--- config.mk ---
export PLATFORM = sky130hd
export DESIGN_NAME = rca_seq_ctrl
export DESIGN_NICKNAME = d
export VERILOG_FILES = /design/src/rtl/rca_seq_ctrl.sv
export SDC_FILE = /design/constraint.sdc
export NUM_CORES = 1
export LEC_CHECK = 0
export BUFFER_PORTS_ARGS = -buffer_cell sky130_fd_sc_hd__buf_2
export CAP_MARGIN = 25
export CORE_ASPECT_RATIO = 1.2
export CORE_MARGIN = 2
export CORE_UTILIZATION = 35
export DETAILED_ROUTE_END_ITERATION = 10
export GPL_TIMING_DRIVEN = 0
export PLACE_DENSITY = 0.6
export SYNTH_ARGS = -nofsm -noshare
export SYNTH_HDL_FRONTEND = slang
export SYNTH_SLANG_ARGS = --single-unit
--- constraint.sdc ---
create_clock -name clk -period 8.1 [get_ports clk]
set_input_delay 1.62 -clock clk [delete_from_list [all_inputs] [get_ports clk]]
set_output_delay 1.62 -clock clk [all_outputs]
set_load 0.01 [all_outputs]
--- src/rtl/rca_seq_ctrl.sv ---
// Chunk-serial ripple-carry adder: one CHUNK-bit slice per clock, LS chunk first,
// with valid/ready on both sides. Define RCA_SEQ_CTRL_SUB_EN to add the subtract mode (port sub).
module rca_seq_ctrl #(
  parameter int unsigned WIDTH = 16,
  parameter int unsigned CHUNK = 4
) (
  input  logic             clk,
  input  logic             rst_n,
  input  logic             in_valid,
  output logic             in_ready,
  input  logic [WIDTH-1:0] a,
  input  logic [WIDTH-1:0] b,
`ifdef RCA_SEQ_CTRL_SUB_EN
  input  logic             sub,
`endif
  output logic             out_valid,
  input  logic             out_ready,
  output logic [WIDTH-1:0] sum,
  output logic             carry_out,
  output logic             busy
);

  localparam int unsigned NCHUNK = WIDTH / CHUNK;
  localparam int unsigned IDXW   = (NCHUNK > 1) ? $clog2(NCHUNK) : 1;
  localparam logic [IDXW-1:0]  LAST_IDX = IDXW'(NCHUNK - 1);
  localparam logic [WIDTH-1:0] CMASK    = WIDTH'({CHUNK{1'b1}});

  typedef enum logic [1:0] {IDLE, RUN, DONE} state_t;

  state_t            state, state_n;
  logic [WIDTH-1:0]  a_q, b_q;
  logic              carry_q;
  logic [IDXW-1:0]   idx_q;
  logic              sub_c;
  logic              accept_c, step_c, last_c;
  logic [31:0]       shamt_c;
  logic [CHUNK-1:0]  a_chunk_c, b_chunk_c, slice_sum_c;
  logic              slice_cout_c, ripple_c;

`ifdef RCA_SEQ_CTRL_SUB_EN
  assign sub_c = sub;
`else
  assign sub_c = 1'b0;
`endif

  // State register
  always_ff @(posedge clk or negedge rst_n) begin
    if (!rst_n) state <= IDLE;
    else        state <= state_n;
  end

  // Next-state logic
  always_comb begin
    state_n = state;
    case (state)
      IDLE:    if (in_valid && in_ready) state_n = RUN;
      RUN:     if (idx_q == LAST_IDX)    state_n = DONE;
      DONE:    if (out_ready)            state_n = IDLE;
      default: state_n = IDLE;
    endcase
  end

  // Datapath controls decoded from the current state
  always_comb begin
    accept_c = 1'b0;
    step_c   = 1'b0;
    last_c   = 1'b0;
    case (state)
      IDLE: accept_c = in_valid && in_ready;
      RUN: begin
        step_c = 1'b1;
        last_c = (idx_q == LAST_IDX);
      end
      default: ;
    endcase
  end

  // CHUNK-bit ripple-carry slice on the chunk selected by idx
  always_comb begin
    shamt_c      = 32'(idx_q) * CHUNK;
    a_chunk_c    = CHUNK'(a_q >> shamt_c);
    b_chunk_c    = CHUNK'(b_q >> shamt_c);
    slice_sum_c  = '0;
    ripple_c     = carry_q;
    for (int i = 0; i < int'(CHUNK); i++) begin
      slice_sum_c[i] = a_chunk_c[i] ^ b_chunk_c[i] ^ ripple_c;
      ripple_c       = (a_chunk_c[i] & b_chunk_c[i]) | (ripple_c & (a_chunk_c[i] ^ b_chunk_c[i]));
    end
    slice_cout_c = ripple_c;
  end

  // Operand/carry/index registers and registered outputs
  always_ff @(posedge clk or negedge rst_n) begin
    if (!rst_n) begin
      a_q       <= '0;
      b_q       <= '0;
      carry_q   <= 1'b0;
      idx_q     <= '0;
      in_ready  <= 1'b0;
      out_valid <= 1'b0;
      busy      <= 1'b0;
      sum       <= '0;
      carry_out <= 1'b0;
    end else begin
      in_ready  <= (state_n == IDLE);
      out_valid <= (state_n == DONE);
      busy      <= (state_n != IDLE);
      if (accept_c) begin
        // Subtraction is a + ~b + 1: invert b once at capture, seed the carry with 1
        a_q     <= a;
        b_q     <= sub_c ? ~b : b;
        carry_q <= sub_c;
        idx_q   <= '0;
      end else if (step_c) begin
        sum     <= (sum & ~(CMASK << shamt_c)) | (WIDTH'(slice_sum_c) << shamt_c);
        carry_q <= slice_cout_c;
        idx_q   <= last_c ? '0 : idx_q + IDXW'(1);
        if (last_c) carry_out <= slice_cout_c;
      end
    end
  end

endmodule
# ---- Word level (Yosys, flattened, before mapping)
# Index checks and enable logic that the tools add are counted.
dict set report totals {
  ff_bits 57
  inputBits 36
  output_inout_bits 20
  word_cells 62
}
dict set report op_classes {
  add_sub_neg 1
  n_eq_ne 4
  shifts 4
  mux 12
  n_bitwise 24
  n_reduce_logical 7
}
# cell count
set ops {}
lappend ops {{>> shifter 16 x 4 -> 4 bit} 2}
lappend ops {{AND 16 bit} 1}
lappend ops {{NOT 16 bit} 1}
lappend ops {{bitwise OR 16 bit} 1}
lappend ops {{<< shifter 4 x 4 -> 16 bit} 1}
lappend ops {{<< shifter 4 x 4 -> 16 bit (first input constant)} 1}
lappend ops {{2-to-1 mux 2 bit} 6}
lappend ops {{AND 1 bit} 8}
lappend ops {{bitwise XOR 1 bit} 8}
lappend ops {{equality test 2 bit (second input constant)} 3}
lappend ops {{one-hot mux 2 bit (3 select lines)} 1}
lappend ops {{2-to-1 mux 1 bit} 5}
lappend ops {{zero test 2 bit} 2}
lappend ops {{bitwise OR 1 bit} 4}
lappend ops {{nonzero test 2 bit} 2}
lappend ops {{AND reduction 3 bit} 1}
lappend ops {{adder 2 x 1 -> 2 bit (second input constant)} 1}
lappend ops {{equality test 2 x 1 -> 1 bit (second input constant)} 1}
lappend ops {{AND reduction 2 bit} 1}
lappend ops {{logical AND 1 bit} 1}
lappend ops {{NOT 1 bit} 1}

# ---- Longest topological paths before layout
# Gate-level depths: netlist of the first run.
dict set report depth {
  word_depth 12
  ltp_mapped 12
  mapped_depth_nobuf 11
}

# ---- Worst setup path before layout of the first run
# Ideal clock, no wire load.
dict set report synth_path {
  path_type {reg-to-reg}
  start {register idx_q[0]}
  end {register sum[11]}
  setup_ns 0.122
  arrival_ns 2.591
  required_time_ns 7.978
  slack_ns 5.387
  path_stages_with_launch 12
  path_buffers 1
  synth_period_minus_slack_ns 2.713
  path_cell_list {dfrtp_1 buf_6 mux4_2 inv_1 fa_1 inv_1 fa_1 inv_1 fa_1 inv_1 fa_1 a32o_1}
}
dict set report synth_via {
  elab_chain_len 11
  word_cells_on_any_way 21
  classes_between {4 x shift; 17 x bitwise}
}
# element line_no
set synth_lines {}
lappend synth_lines {{start: declaration} 33} ;# logic [IDXW-1:0] idx_q;
lappend synth_lines {{start signal: assignment} 117} ;# idx_q <= last_c ? '0 : idx_q + IDXW'(1);
lappend synth_lines {{>> shifter 16 x 4 -> 4 bit, on equally long branches} {81, 82}}
lappend synth_lines {{bitwise XOR 1 bit} 87} ;# ripple_c = (a_chunk_c[i] & b_chunk_c[i]) | (ripple_c & (a_chunk_c[i] ^ b_chunk_c[i]));
lappend synth_lines {{AND 1 bit} 87}
lappend synth_lines {{bitwise OR 1 bit} 87}
lappend synth_lines {{AND 1 bit} 87}
lappend synth_lines {{bitwise OR 1 bit} 87}
lappend synth_lines {{AND 1 bit} 87}
lappend synth_lines {{bitwise OR 1 bit} 87}
lappend synth_lines {{bitwise XOR 1 bit} 86} ;# slice_sum_c[i] = a_chunk_c[i] ^ b_chunk_c[i] ^ ripple_c;
lappend synth_lines {{<< shifter 4 x 4 -> 16 bit} 115} ;# sum <= (sum & ~(CMASK << shamt_c)) | (WIDTH'(slice_sum_c) << shamt_c);
lappend synth_lines {{bitwise OR 16 bit *} 115}
lappend synth_lines {{end signal: assignment} 115}
lappend synth_lines {{end: declaration} 18} ;# output logic [WIDTH-1:0] sum,
# Every way passes the cells marked *; elsewhere a longest branch is shown, timed or not.
# A chain may end at the register's enable or synchronous reset.

# ---- Worst setup path after layout of the first run
dict set report layout_path {
  start {register idx_q[1]}
  end {register sum[11]}
}
# The elaborated chain is that of the path after synthesis.

==> results of run 1 <==
## metal layers
metal | global-route usage, % | up-vias
met5 | 0 | -
met3 | 4.93 | 10
met2 | 21.4 | 47
met4 | 5.96 | 0
met1 | 18.0 | 791
li1 | - | 752
## placed cells by master (no fill, tap or decap)
cell type / instances
buf_2: 58
dfrtp_1: 57
mux2_4: 27
clkbuf_8: 13
inv_1: 10
mux4_2: 8
a22o_1: 8
a32o_1: 8
buf_6: 6
mux2_1: 6
nand3b_1: 5
fa_1: 4
ha_1: 4
nor2b_1: 3
o31ai_1: 3
nand2_1: 2
nor3b_2: 2
or3b_1: 1
nand3b_4: 1
nand2b_1: 1
nand4bb_1: 1
o21ai_0: 1
and3_1: 1
nand3_1: 1
clkbuf_1: 1
nor2_1: 1
and4bb_1: 1
and2_1: 1
or4b_1: 1
clkinv_2: 1
bufinv_16: 1
buf_12: 1
## per-stage QoR
stage / cell area, µm² / total power, µW / cells / utilization (%) / setup slack, ns
finish: 3310 / 1540 / 331 / 43.7 / 5.11
global route: 3310 / 1670 / 331 / 43.7 / 4.92
CTS: 3310 / 1570 / 331 / 43.7 / 5.07
detailed placement: 3100 / 1280 / 316 / 40.9 / 5.08
global placement: 3080 / 1270 / 315 / 40.7 / 5.10
floorplan: 2690 / 1060 / 168 / - / 5.39
## sequential cells by signal, indices dropped and copies added (netlist names)
name,count
a_q,16
b_q,16
busy,1
carry_out,1
carry_q,1
idx_q,2
in_ready,1
out_valid,1
state,2
sum,16
## final timing paths
| path | endpoint | slack, ns |
|---|---|---|
| worst max-delay path | sum[11]$_DFFE_PN0P_ | 5.11 |
| worst min-delay path | b_q[1]$_DFFE_PN0P_ | 0.49 |
| worst max register to register | sum[11]$_DFFE_PN0P_ | 5.11 |
| worst min register to register | b_q[1]$_DFFE_PN0P_ | 0.49 |
| max in group asynchronous | a_q[3]$_DFFE_PN0P_ | 6.24 |
| min in group asynchronous | sum[10]$_DFFE_PN0P_ | 1.29 |
## cells by family (layout without fill, tap and decap cells)
logic type      count (synthesis)  in the layout
flops                          57             57
fa+ha+maj                       8              8
simple gates                   22             22
buf+inv                        20             91
compound gates                 20             20
mux                            41             41
## power breakdown
part           switching (µW)  internal (µW)
Clock                     108            173
Sequential               76.6            428
Combinational             350            407
## final cells by class
type / count / area share, %
Sequential cell: 57 / 43.0
Multi-Input combinational cell: 91 / 34.4
Timing Repair Buffer: 56 / 8.91
Clock buffer: 13 / 5.40
Tap cell: 92 / 3.47
Buffer: 10 / 2.60
Inverter: 10 / 1.13
Clock inverter: 2 / 1.06
## worst max-delay path, cell delays in order (launching register included)
cell     delay (ns)
dfrtp_1        0.43
buf_2          0.31
mux4_2         0.24
inv_1          0.06
fa_1           0.37
inv_1          0.07
fa_1           0.15
inv_1          0.05
fa_1           0.36
inv_1          0.08
fa_1           0.50
a32o_1         0.26
==> metrics.csv, run 1 <==
stage,metric,value,unit
logic_synthesis,synth_top_family_by_area,multiplexers,
global_routing,overflow,0,
floorplanning,dieHeight,100,µm
logic_synthesis,synth_area_leaders,"dfrtp_1 53%, mux2_4 15%, mux4_2 6.7%, a32o_1 3.0%, fa_1 3.0%",
cts,clkLatencyLatePin,0.33,ns
final_layout,finalNetCount,279,
final_layout,regArea,1430,µm²
logic_synthesis,synth-xor-area-share,0,%
sta,max_freq,334,MHz
floorplanning,std_cell_rows,35,
worst_setup_path,worstSetupPathType,reg -> reg,
route,drc,0,
final_layout,fill_cells,708,
cts,clk_pin_slew,0.06,ns
route,wl,5180,µm
logic_synthesis,ys.flop_type,dfrtp_1,
job,cap_violations,0,
final_layout,syn_to_final_growth,23.2,%
placement,port_buffers,55,
logic_synthesis,synth_fa_ha_area_share,4.84,%
cts,cts-buffers-inserted,9,
route,met2_length,2530,µm
global_routing,grtUsageTotal,13.9,%
global_routing,grt_start_max_net_pins,32,
sta,final-setup-viol-count,0,
sta,hold_viol_final,0,
sta,hold-worst-slack,0.488,ns
floorplanning,dieArea,8410,µm²
logic_synthesis,synth_compound_area_share,6.60,%
run_status,status,"finished, final reports clean",
placement,dp_hpwl,3760,µm
route,drtPass1Iterations,4,
hold_path,worstHoldStart,b_q[1]$_DFFE_PN0P_,
route,vias_per_cell,4.83,
cts,hold_buffers,0,
logic_synthesis,synth_nets,212,
worst_setup_path,r2r_start,idx_q[1]$_DFFE_PN0P_,
worst_setup_path,start_kind,flip-flop,
cts,cts_buffer_depth,2,
placement,place.gp.congestion,0.688,
logic_synthesis,synthArstFlopShare,100,%
logic_synthesis,synth_top_area_share,53.0,%
logic_synthesis,yosys.area_share.simple,6.65,%
power,ir_drop,0.181,mV
worst_setup_path,endpoint_kind,flip-flop,
power,power_density,465,nW/µm²
logic_synthesis,yosysSeqAreaShare,53.0,%
worst_setup_path,critPathLaunch,idx_q[1]$_DFFE_PN0P_,
sta,drv_slew,0,
logic_synthesis,synth_seq_cells,57,
worst_setup_path,critPathMaxFanout,10,
floorplanning,dieWidth,84.0,µm
hold_path,hold_path.class,reg -> reg,
worst_setup_path,required,8.32,ns
cts,htree_levels,3,
sta,period_minus_slack,2.99,ns
cts,ctsResizeCount,0,
cts,cts_sinks,57,
logic_synthesis,yosysTopAreaCell,dfrtp_1,
route,top_layer,met4,
worst_setup_path,reg2reg_depth,11,
power,p_leak,0.00161,µW
logic_synthesis,synthMuxAreaShare,24.3,%
final_layout,multi_input_area,1140,µm²
hold_path,hold_depth,1,
floorplanning,ioPinCount,56,
floorplanning,start_util,35.5,%
final_layout,diodes,0,
cts,cts_tree,built,
logic_synthesis,synth_warnings,0,
logic_synthesis,yosysUniqueCellTypes,28,
logic_synthesis,synthMostInstantiatedCell,dfrtp_1,
route,drt_iter0_markers,91,
cts,post-cts-setup-buffer-count,0,
logic_synthesis,synth-edff-count,0,
logic_synthesis,syn_area,2690,µm²
sta,fin_worst_skew,0.00728,ns
global_routing,antenna_found_initial,0,
sta,grt_setup_unrepaired,false,
global_routing,grt_pass1_vias,1715,
sta,worst_pin_slew,0.611,ns
global_routing,grt_pass1_wl,8850,µm
logic_synthesis,synthCells,168,
cts,cts_root_buffer,clkbuf_8,
logic_synthesis,syn_avg_cell_area,16.0,µm²
route,met1_length,2260,µm
route,vias,1600,
route,wl_met3,296,µm
logic_synthesis,synthTopCellsByCount,"57 x dfrtp_1, 27 x mux2_4, 10 x inv_1",
route,post_drt_wl_per_cell,15.7,µm
sta,finalCritPeriodShare,36.9,%
route,drtAntennaViolNets,0,
final_layout,layout-drive-gt1-share,49.4,%
sta,relSlewSlack,59.3,%
worst_setup_path,cp.arrival,3.22,ns
sta,fin_setup_tns,0,ns
floorplanning,fp.coreArea,7580,µm²
No activity file was read; power rests on OpenSTA's default activity.
==> run 2: changes to the inputs <==
Clock period 8.1 ns to 2.9 ns, I/O delays scaled along.
==> metrics.csv, run 2 (synthesis results as in run 1) <==
stage,metric,value,unit
floorplanning,std_cell_rows,35,
placement,dp_hpwl,3760,µm
power,power.share.clock,17.6,%
worst_setup_path,r2r_start,idx_q[0]$_DFFE_PN0P_,
placement,place.gp.congestion,0.688,
cts,cts_buffer_depth,2,
sta,max_freq,352,MHz
sta,finalCritPeriodShare,97.9,%
power,power_density,1330,nW/µm²
power,switching_share,34.5,%
global_routing,grt_pass1_vias,1716,
route,post_drt_wl_per_cell,15.6,µm
worst_setup_path,endpoint_kind,flip-flop,
sta,fin_worst_skew,0.00910,ns
worst_setup_path,r2r_slack,0.06,ns
power,ir_drop,0.521,mV
global_routing,overflow,0,
placement,port_buffers,55,
cts,cts_tree,built,
sta,fin_setup_tns,0,ns
sta,grt_setup_unrepaired,true,
cts,htree_levels,3,
final_layout,syn_to_final_growth,24.9,%
cts,clk_pin_slew,0.06,ns
worst_setup_path,critPathMaxFanout,5,
power,p_seq_share,31.6,%
route,vias,1615,
global_routing,grt_pass1_wl,8870,µm
final_layout,finalNetCount,282,
run_status,status,"finished, final reports clean",
cts,cts_sinks,57,
sta,relSlewSlack,59.0,%
cts,cts_root_buffer,clkbuf_8,
floorplanning,dieHeight,100,µm
final_layout,final_cell_area,3360,µm²
floorplanning,dieWidth,84.0,µm
cts,cts-buffers-inserted,9,
sta,worst_pin_slew,0.616,ns
sta,period_minus_slack,2.84,ns
worst_setup_path,reg2reg_depth,11,
floorplanning,dieArea,8410,µm²
sta,hold-worst-slack,0.250,ns
final_layout,diodes,0,
final_layout,reg_top3,"a_q x16, b_q x16, sum x16",
final_layout,final_common_cell,buf_2,
final_layout,final_cell_mix,"57 x buf_2, 56 x dfrtp_1, 27 x mux2_4",
cts,hold_buffers,0,
placement,place_area,3100,µm²
sta,final-setup-viol-count,0,
power,switchingPower,1540,µW
job,cap_violations,0,
floorplanning,fp.coreArea,7580,µm²
sta,drv_slew,0,
floorplanning,start_util,35.5,%
sta,hold_viol_final,0,
worst_setup_path,timing.rr.end,sum[11]$_DFFE_PN0P_,
final_layout,layout-drive-gt1-share,54.1,%
hold_path,hold_path.class,in -> async,
global_routing,grt_start_max_net_pins,32,
route,drtAntennaViolNets,0,
route,drt_iter0_markers,71,
worst_setup_path,required,3.13,ns
route,drc,0,
global_routing,antenna_found_initial,0,
route,vias_per_cell,4.84,
power,power.internal,2930,µW
route,wl,5220,µm
floorplanning,ioPinCount,56,
worst_setup_path,critPathCapture,sum[11]$_DFFE_PN0P_,
worst_setup_path,start_kind,flip-flop,
cts,clkLatencyLatePin,0.34,ns
power,p_leak,0.00162,µW
worst_setup_path,worstSetupPathType,reg -> reg,
global_routing,grtUsageTotal,13.9,%
worst_setup_path,cp.arrival,3.07,ns
worst_setup_path,critPathLaunch,idx_q[0]$_DFFE_PN0P_,
power,comb_power_share,50.9,%
route,drtPass1Iterations,4,
final_layout,fill_cells,703,
[run 2: cell count changes in the layout (fill, tap and decap cells not counted), sizes merged]
cell | before | now
buf | 65 | 68
[run 2: per-layer routing]
metal	share of wire [%]	global-route usage, %	routed length [µm]
met1	44	18.2	2300
met5	0	0	0
met4	1.7	5.96	89
met2	48	21.2	2520
met3	5.8	4.93	305
[run 2: power by group through the flow]
stage,sequential [µW],clock [µW],combinational (µW)
CTS,1420,810,2240
detailed placement,1430,0,2150
floorplan,1420,0,1540
global placement,1410,0,2120
finish,1410,785,2270
global route,1460,849,2510
[run 2: worst min-delay path by stage]
| stage | startpoint | end | slack [ns] | depth (start not counted) |
|---|---|---|---|---|
| 2_1_floorplan | rst_n | a_q[0]$_DFFE_PN0P_ | 0.28 | 0 |
| 3_3_place_gp | b_q[4]$_DFFE_PN0P_ | b_q[4]$_DFFE_PN0P_ | 0.46 | 1 |
| 3_5_place_dp | b_q[2]$_DFFE_PN0P_ | b_q[2]$_DFFE_PN0P_ | 0.48 | 1 |
| 4_1_cts | rst_n | sum[10]$_DFFE_PN0P_ | 0.26 | 1 |
| 5_1_grt | rst_n | sum[9]$_DFFE_PN0P_ | 0.30 | 1 |
| 6_report | rst_n | sum[10]$_DFFE_PN0P_ | 0.25 | 1 |
[run 2: layout make-up]
cell class | instances | area [µm²] | area share [%]
clock inverter | 2 | 35.0 | 1.04
timing repair buffer | 59 | 318 | 9.46
tap | 92 | 115 | 3.43
buffer | 10 | 92.6 | 2.76
inverter | 10 | 37.5 | 1.12
clock buffer | 13 | 179 | 5.32
sequential | 57 | 1430 | 42.5
multi-input combinational | 91 | 1160 | 34.4
[run 2: metrics by stage]
stage / worst slack [ns] / instances / total power [µW] / util (%)
5_1_grt: -0.0416 / 334 / 4820 / 44.4
3_3_place_gp: -0.0977 / 315 / 3540 / 40.7
3_5_place_dp: -0.122 / 316 / 3580 / 40.9
2_1_floorplan: 0.187 / 168 / 2970 / -
4_1_cts: 0.00488 / 332 / 4460 / 44.0
6_report: 0.0603 / 334 / 4460 / 44.4
[run 2: timing repair]
item / CTS / global route
pin swaps: 0 / 3
resized for setup: 3 / 10
buffers inserted: 1 / 2
setup endpoints to repair: 8 / 8
[run 2: critical path: stages, from the launching register on]
cell and delay (ns):
dfrtp_1 0.38, buf_6 0.14, mux4_2 0.52, inv_2 0.08
fa_2 0.18, inv_2 0.04, fa_2 0.32, inv_2 0.06
fa_2 0.19, inv_2 0.04, fa_2 0.50, a32o_1 0.28
